--- config.mk ---
export PLATFORM = sky130hd
export DESIGN_NAME = shift_sequencer
export DESIGN_NICKNAME = d
export VERILOG_FILES = /design/src/rtl/shift_sequencer.sv
export SDC_FILE = /design/constraint.sdc
export NUM_CORES = 1
export LEC_CHECK = 0
export ABC_AREA = 1
export CAP_MARGIN = 20
export CORE_MARGIN = 2
export CORE_UTILIZATION = 35
export CTS_CLUSTER_DIAMETER = 200
export DETAILED_ROUTE_END_ITERATION = 7
export GPL_TIMING_DRIVEN = 0
export SLEW_MARGIN = 20
export SYNTH_ARGS = -nofsm -noshare
export SYNTH_HDL_FRONTEND = slang
export SYNTH_SLANG_ARGS = --single-unit
--- constraint.sdc ---
create_clock -name clk -period 5.06 [get_ports clk]
set_input_delay 1.012 -clock clk [delete_from_list [all_inputs] [get_ports clk]]
set_output_delay 1.012 -clock clk [all_outputs]
set_load 0.02 [all_outputs]
--- src/rtl/shift_sequencer.sv ---
// Multi-cycle register-specified shifter (LSL/LSR/ASR/ROR) producing ARM result and carry-out, STEP bits per cycle.
// Optional build macro SHIFT_SEQ_RRX_EN: ROR by zero performs RRX in a single SHIFT cycle.
module shift_sequencer #(
    parameter int STEP = 4
) (
    input  logic        clk,
    input  logic        reset,
    input  logic        start,
    input  logic [1:0]  shiftType,
    input  logic [7:0]  shiftAmt,
    input  logic [31:0] rmData,
    input  logic        carryIn,
    output logic        busy,
    output logic        done,
    output logic [31:0] shiftedData,
    output logic        carryOut
);

    localparam logic [1:0] LSL = 2'b00;
    localparam logic [1:0] LSR = 2'b01;
    localparam logic [1:0] ASR = 2'b10;
    localparam logic [1:0] ROR = 2'b11;
    localparam logic [5:0] STEP_W = 6'(STEP);

    typedef enum logic [1:0] {
        IDLE  = 2'b00,
        SHIFT = 2'b01,
        DONE  = 2'b10
    } state_t;

    state_t      state_reg;
    logic [31:0] work_reg;
    logic        carry_reg;
    logic [1:0]  type_reg;
    logic [5:0]  count_reg;
`ifdef SHIFT_SEQ_RRX_EN
    logic        rrx_reg;
    logic        start_rrx;
`endif

    logic [5:0]  start_count;
    logic [5:0]  step_n;
    logic [4:0]  lsl_idx;
    logic [4:0]  low_idx;
    logic [31:0] step_data;
    logic        step_carry;

    // Capping at 33 makes every out-of-range amount land on ARM's "shift everything out" result.
    always_comb begin
        start_count = '0;
`ifdef SHIFT_SEQ_RRX_EN
        start_rrx = 1'b0;
`endif
        if (shiftType == ROR) begin
            if (shiftAmt == 8'd0) begin
`ifdef SHIFT_SEQ_RRX_EN
                start_count = 6'd1;
                start_rrx   = 1'b1;
`else
                start_count = 6'd0;
`endif
            end else if (shiftAmt[4:0] == 5'd0) begin
                start_count = 6'd32;
            end else begin
                start_count = {1'b0, shiftAmt[4:0]};
            end
        end else if (shiftAmt > 8'd33) begin
            start_count = 6'd33;
        end else begin
            start_count = shiftAmt[5:0];
        end
    end

    always_comb begin
        step_n     = (count_reg < STEP_W) ? count_reg : STEP_W;
        lsl_idx    = 5'(6'd32 - step_n);
        low_idx    = 5'(step_n - 6'd1);
        step_data  = work_reg;
        step_carry = carry_reg;
        case (type_reg)
            LSL: begin
                step_data  = work_reg << step_n;
                step_carry = work_reg[lsl_idx];
            end
            LSR: begin
                step_data  = work_reg >> step_n;
                step_carry = work_reg[low_idx];
            end
            ASR: begin
                step_data  = 32'($signed(work_reg) >>> step_n);
                step_carry = work_reg[low_idx];
            end
            default: begin
                step_data  = (work_reg >> step_n) | (work_reg << (6'd32 - step_n));
                step_carry = work_reg[low_idx];
            end
        endcase
`ifdef SHIFT_SEQ_RRX_EN
        // RRX rotates the latched C flag in at the top.
        if (rrx_reg) begin
            step_data  = {carry_reg, work_reg[31:1]};
            step_carry = work_reg[0];
        end
`endif
    end

    always_ff @(posedge clk or posedge reset) begin
        if (reset) begin
            state_reg   <= IDLE;
            work_reg    <= '0;
            carry_reg   <= 1'b0;
            type_reg    <= LSL;
            count_reg   <= '0;
            busy        <= 1'b0;
            done        <= 1'b0;
            shiftedData <= '0;
            carryOut    <= 1'b0;
`ifdef SHIFT_SEQ_RRX_EN
            rrx_reg     <= 1'b0;
`endif
        end else begin
            case (state_reg)
                IDLE: begin
                    done <= 1'b0;
                    if (start) begin
                        work_reg  <= rmData;
                        carry_reg <= carryIn;
                        type_reg  <= shiftType;
                        count_reg <= start_count;
                        busy      <= 1'b1;
`ifdef SHIFT_SEQ_RRX_EN
                        rrx_reg   <= start_rrx;
`endif
                        if (start_count == 6'd0) begin
                            state_reg   <= DONE;
                            done        <= 1'b1;
                            shiftedData <= rmData;
                            carryOut    <= carryIn;
                        end else begin
                            state_reg <= SHIFT;
                        end
                    end
                end
                SHIFT: begin
                    work_reg  <= step_data;
                    carry_reg <= step_carry;
                    count_reg <= count_reg - step_n;
                    if (count_reg == step_n) begin
                        state_reg   <= DONE;
                        done        <= 1'b1;
                        shiftedData <= step_data;
                        carryOut    <= step_carry;
                    end
                end
                DONE: begin
                    state_reg <= IDLE;
                    done      <= 1'b0;
                    busy      <= 1'b0;
                end
                default: begin
                    state_reg <= IDLE;
                    done      <= 1'b0;
                    busy      <= 1'b0;
                end
            endcase
        end
    end

endmodule

==> results.yml <==
synth:
  synth_ff_type: "dfrtp_1"
  synth.avg_cell_area_um2: 6.34
  ys_seq_area_share_pct: 29.9
  ys_types: 45
  synth_seq_cells: 77
  synthCells: 1017
  syn_area_um2: 6450
  synth_edf_count: 0
  synth_nets: 1065
  async_reset_ff_share_pct: 100
  yosys_warnings: 0
placed_design:
  hpwl_um: 23200
  gp_congestion: 1.03
  io_buffer_count: 80
clocking:
  cts_sinks: 77
  post_cts_buffers: 0
  clk_latency_ns: 0.36
  cts_tree: "done"
  cts.htree.levels: 3
  numCtsBuffers: 9
  postCtsResizedCells: 0
  clockBufferDepth: 2
  path_clk_slew_ns: 0.07
  cts-root-buf: "clkbuf_16"
  ctsHoldBuffers: 0
route:
  dr.pass1.iters: 7
  drc: 0
  initialDrtViolationCount: 1249
  wirelength_um: 31100
  ant_nets: 0
  viasPerCell: 6.01
  routedWlPerCell_um: 23.2
  vias: 8066
critical_path:
  crit_path_end_kind: "flop"
  start_kind: "flop"
  setup.worst_path.class: "flop to flop"
  ff2ff_path_depth: 17
  crit_fanout: 10
  cp_slowest_stage_delay_ns: 0.50
  critical_path_required_ns: 5.28
  cp_slowest_cell: "buf_1"
  r2r_start: "count_reg[1]"
  rr_endpoint: "work_reg[25]"
  crit_top_cell: "buf_2"
  path_cells: "inv_1, nor2_4, inv_2, buf_2, buf_2, ha_1, buf_2, clkinv_1, buf_2, buf_1, nand2_1, nand3_1, o21ai_1, a21oi_1, nand2_1, nand3_1, o21ai_0"
  r2r_setup_slack_ns: 0.82
  worstPathArrival_ns: 4.45
global_route:
  grt_pass1_vias: 7693
  grt.total_usage_pct: 31.8
  globalRouteOverflowTotal: 0
  antenna_found_initial: 0
  grt_first_pass_wirelength_um: 46900
  grt_max_degree: 52
sta:
  hold_viol_final: 0
  min_period_ns: 4.24
  skew_ns: 0.00900
  maxSlewViolCount: 0
  slew_headroom_pct: 39.1
  tightest_slew_ns: 0.914
  period_share_pct: 83.7
  finalSetupViolCount: 0
  fmax_mhz: 236
  rsz0062_at_grt: "false"
  fin_tns_setup_ns: 0
hold_path:
  hold_class: "flop to flop"
  min_path_cells: 2
  min_from: "work_reg[12]"
  worstHoldEndpoint: "work_reg[12]"
run_status:
  status: "finished, final reports clean"
floorplanning:
  rows: 49
  design.core.area_um2: 18000
  die_x_um: 140
  start_util_pct: 35.8
  dieArea_um2: 19500
  die_y_um: 140
  ioPinCount: 81
layout:
  num_antenna_cells: 0
  drive_above_1_share_pct: 8.98
  fin_nets: 1157
  areaGrowthSynthToFinish_pct: 22.7
job:
  drv_cap: 0
-- worst max-delay path by stage --
stage,slack (ns),endpoint,start
6_report,0.82,work_reg[25],count_reg[1]
5_1_grt,0.74,carryOut,count_reg[1]
4_1_cts,1.03,work_reg[25],count_reg[1]
3_5_place_dp,1.06,work_reg[25],count_reg[1]
3_3_place_gp,0.64,work_reg[17],reset
2_1_floorplan,2.08,busy,reset
-- routing by layer --
layer	global-route usage (%)	vias to the layer above	part of all wire [%]
met2	46.4	605	42
met3	9.43	131	12
met5	0	-	0
met1	43.2	3715	41
met4	14.6	0	4.9
li1	-	3615	-
-- cell usage in the layout, fill, tap and decap left out, types with 6 or more instances in the layout --
cell,instances
inv_2,11
o2111ai_1,14
buf_2,16
nand3_1,134
dfrtp_1,77
buf_4,6
o21ai_0,66
clkbuf_1,30
nand2_1,343
o211ai_1,16
o221ai_1,16
nand4_1,22
a21oi_1,38
o22ai_1,6
o21ai_1,34
or2_2,24
inv_1,70
clkdlybuf4s50_1,80
nor2_1,38
clkbuf_16,9
-- critical path, delay by kind of cell (launching register included) --
family                     cells  cell delay [ns]
DFF                            1             0.47
and+or+nand+nor                5             0.63
AOI/OAI and AO/OA              3             0.43
buffers and inverters          8             2.25
adders and majority gates      1             0.29
-- stage by stage --
step	util (%)	area (um^2)	setup WS (ns)	hold WS [ns]	std cells
finish	43.9	7920	0.823	0.479	1342
global route	43.9	7920	0.741	0.500	1342
CTS	43.9	7920	1.03	0.483	1342
detailed placement	42.0	7570	1.06	0.465	1327
global placement	41.8	7540	0.635	0.464	1326
floorplan	-	6450	2.08	0.449	1017
-- cells in the mapped netlist (3+ instances only) --
master     instances  share of area, %
clkinv_1           4              0.23
buf_6              5              0.87
dfrtp_1           77                30
buf_2             16               1.2
nand3_1          134                10
nand2_1          343                20
o211ai_1          16               1.9
o21ai_0           66               5.1
o21ai_1           34               2.6
a21oi_1           38               2.9
nor2_1            38               2.2
o2111ai_1         14               1.9
o221ai_1          16               2.2
buf_4              6              0.70
nand2_2            3              0.29
nand4_1           22               2.1
clkbuf_1          30               1.7
o22ai_1            6              0.58
or2_2             24               2.3
buf_1              4              0.23
o311ai_1           3              0.41
a221oi_1           4              0.54
nor2_4             4              0.70
inv_1             71               4.1
inv_2             11              0.64
-- layout make-up --
type | instances | area (um^2)
Timing Repair Buffer | 81 | 828
Sequential cell | 77 | 1930
Buffer | 61 | 309
Clock buffer | 10 | 239
Multi-Input combinational cell | 793 | 3890
Fill cell | 1951 | 10100
Clock inverter | 5 | 108
Tap cell | 229 | 287
Inverter | 86 | 325
-- cells by family (layout without fill, tap and decap cells) --
family                   count (synthesis)  after routing  share of synthesized area (%)
AO/OA/AOI/OAI                          202            202                           18.8
flip-flops                              77             77                           29.9
multiplexers                             1              1                          0.155
XOR/XNOR                                 1              1                          0.136
buffers and inverters                  147            243                           9.79
other                                    1              1                         0.0581
adder cells (fa/ha/maj)                  2              2                          0.388
AND/OR/NAND/NOR                        586            586                           40.8
Power is left out: the tool's default activity adds up to more than one toggle a clock period on the data nets, which glitch-free logic cannot reach.
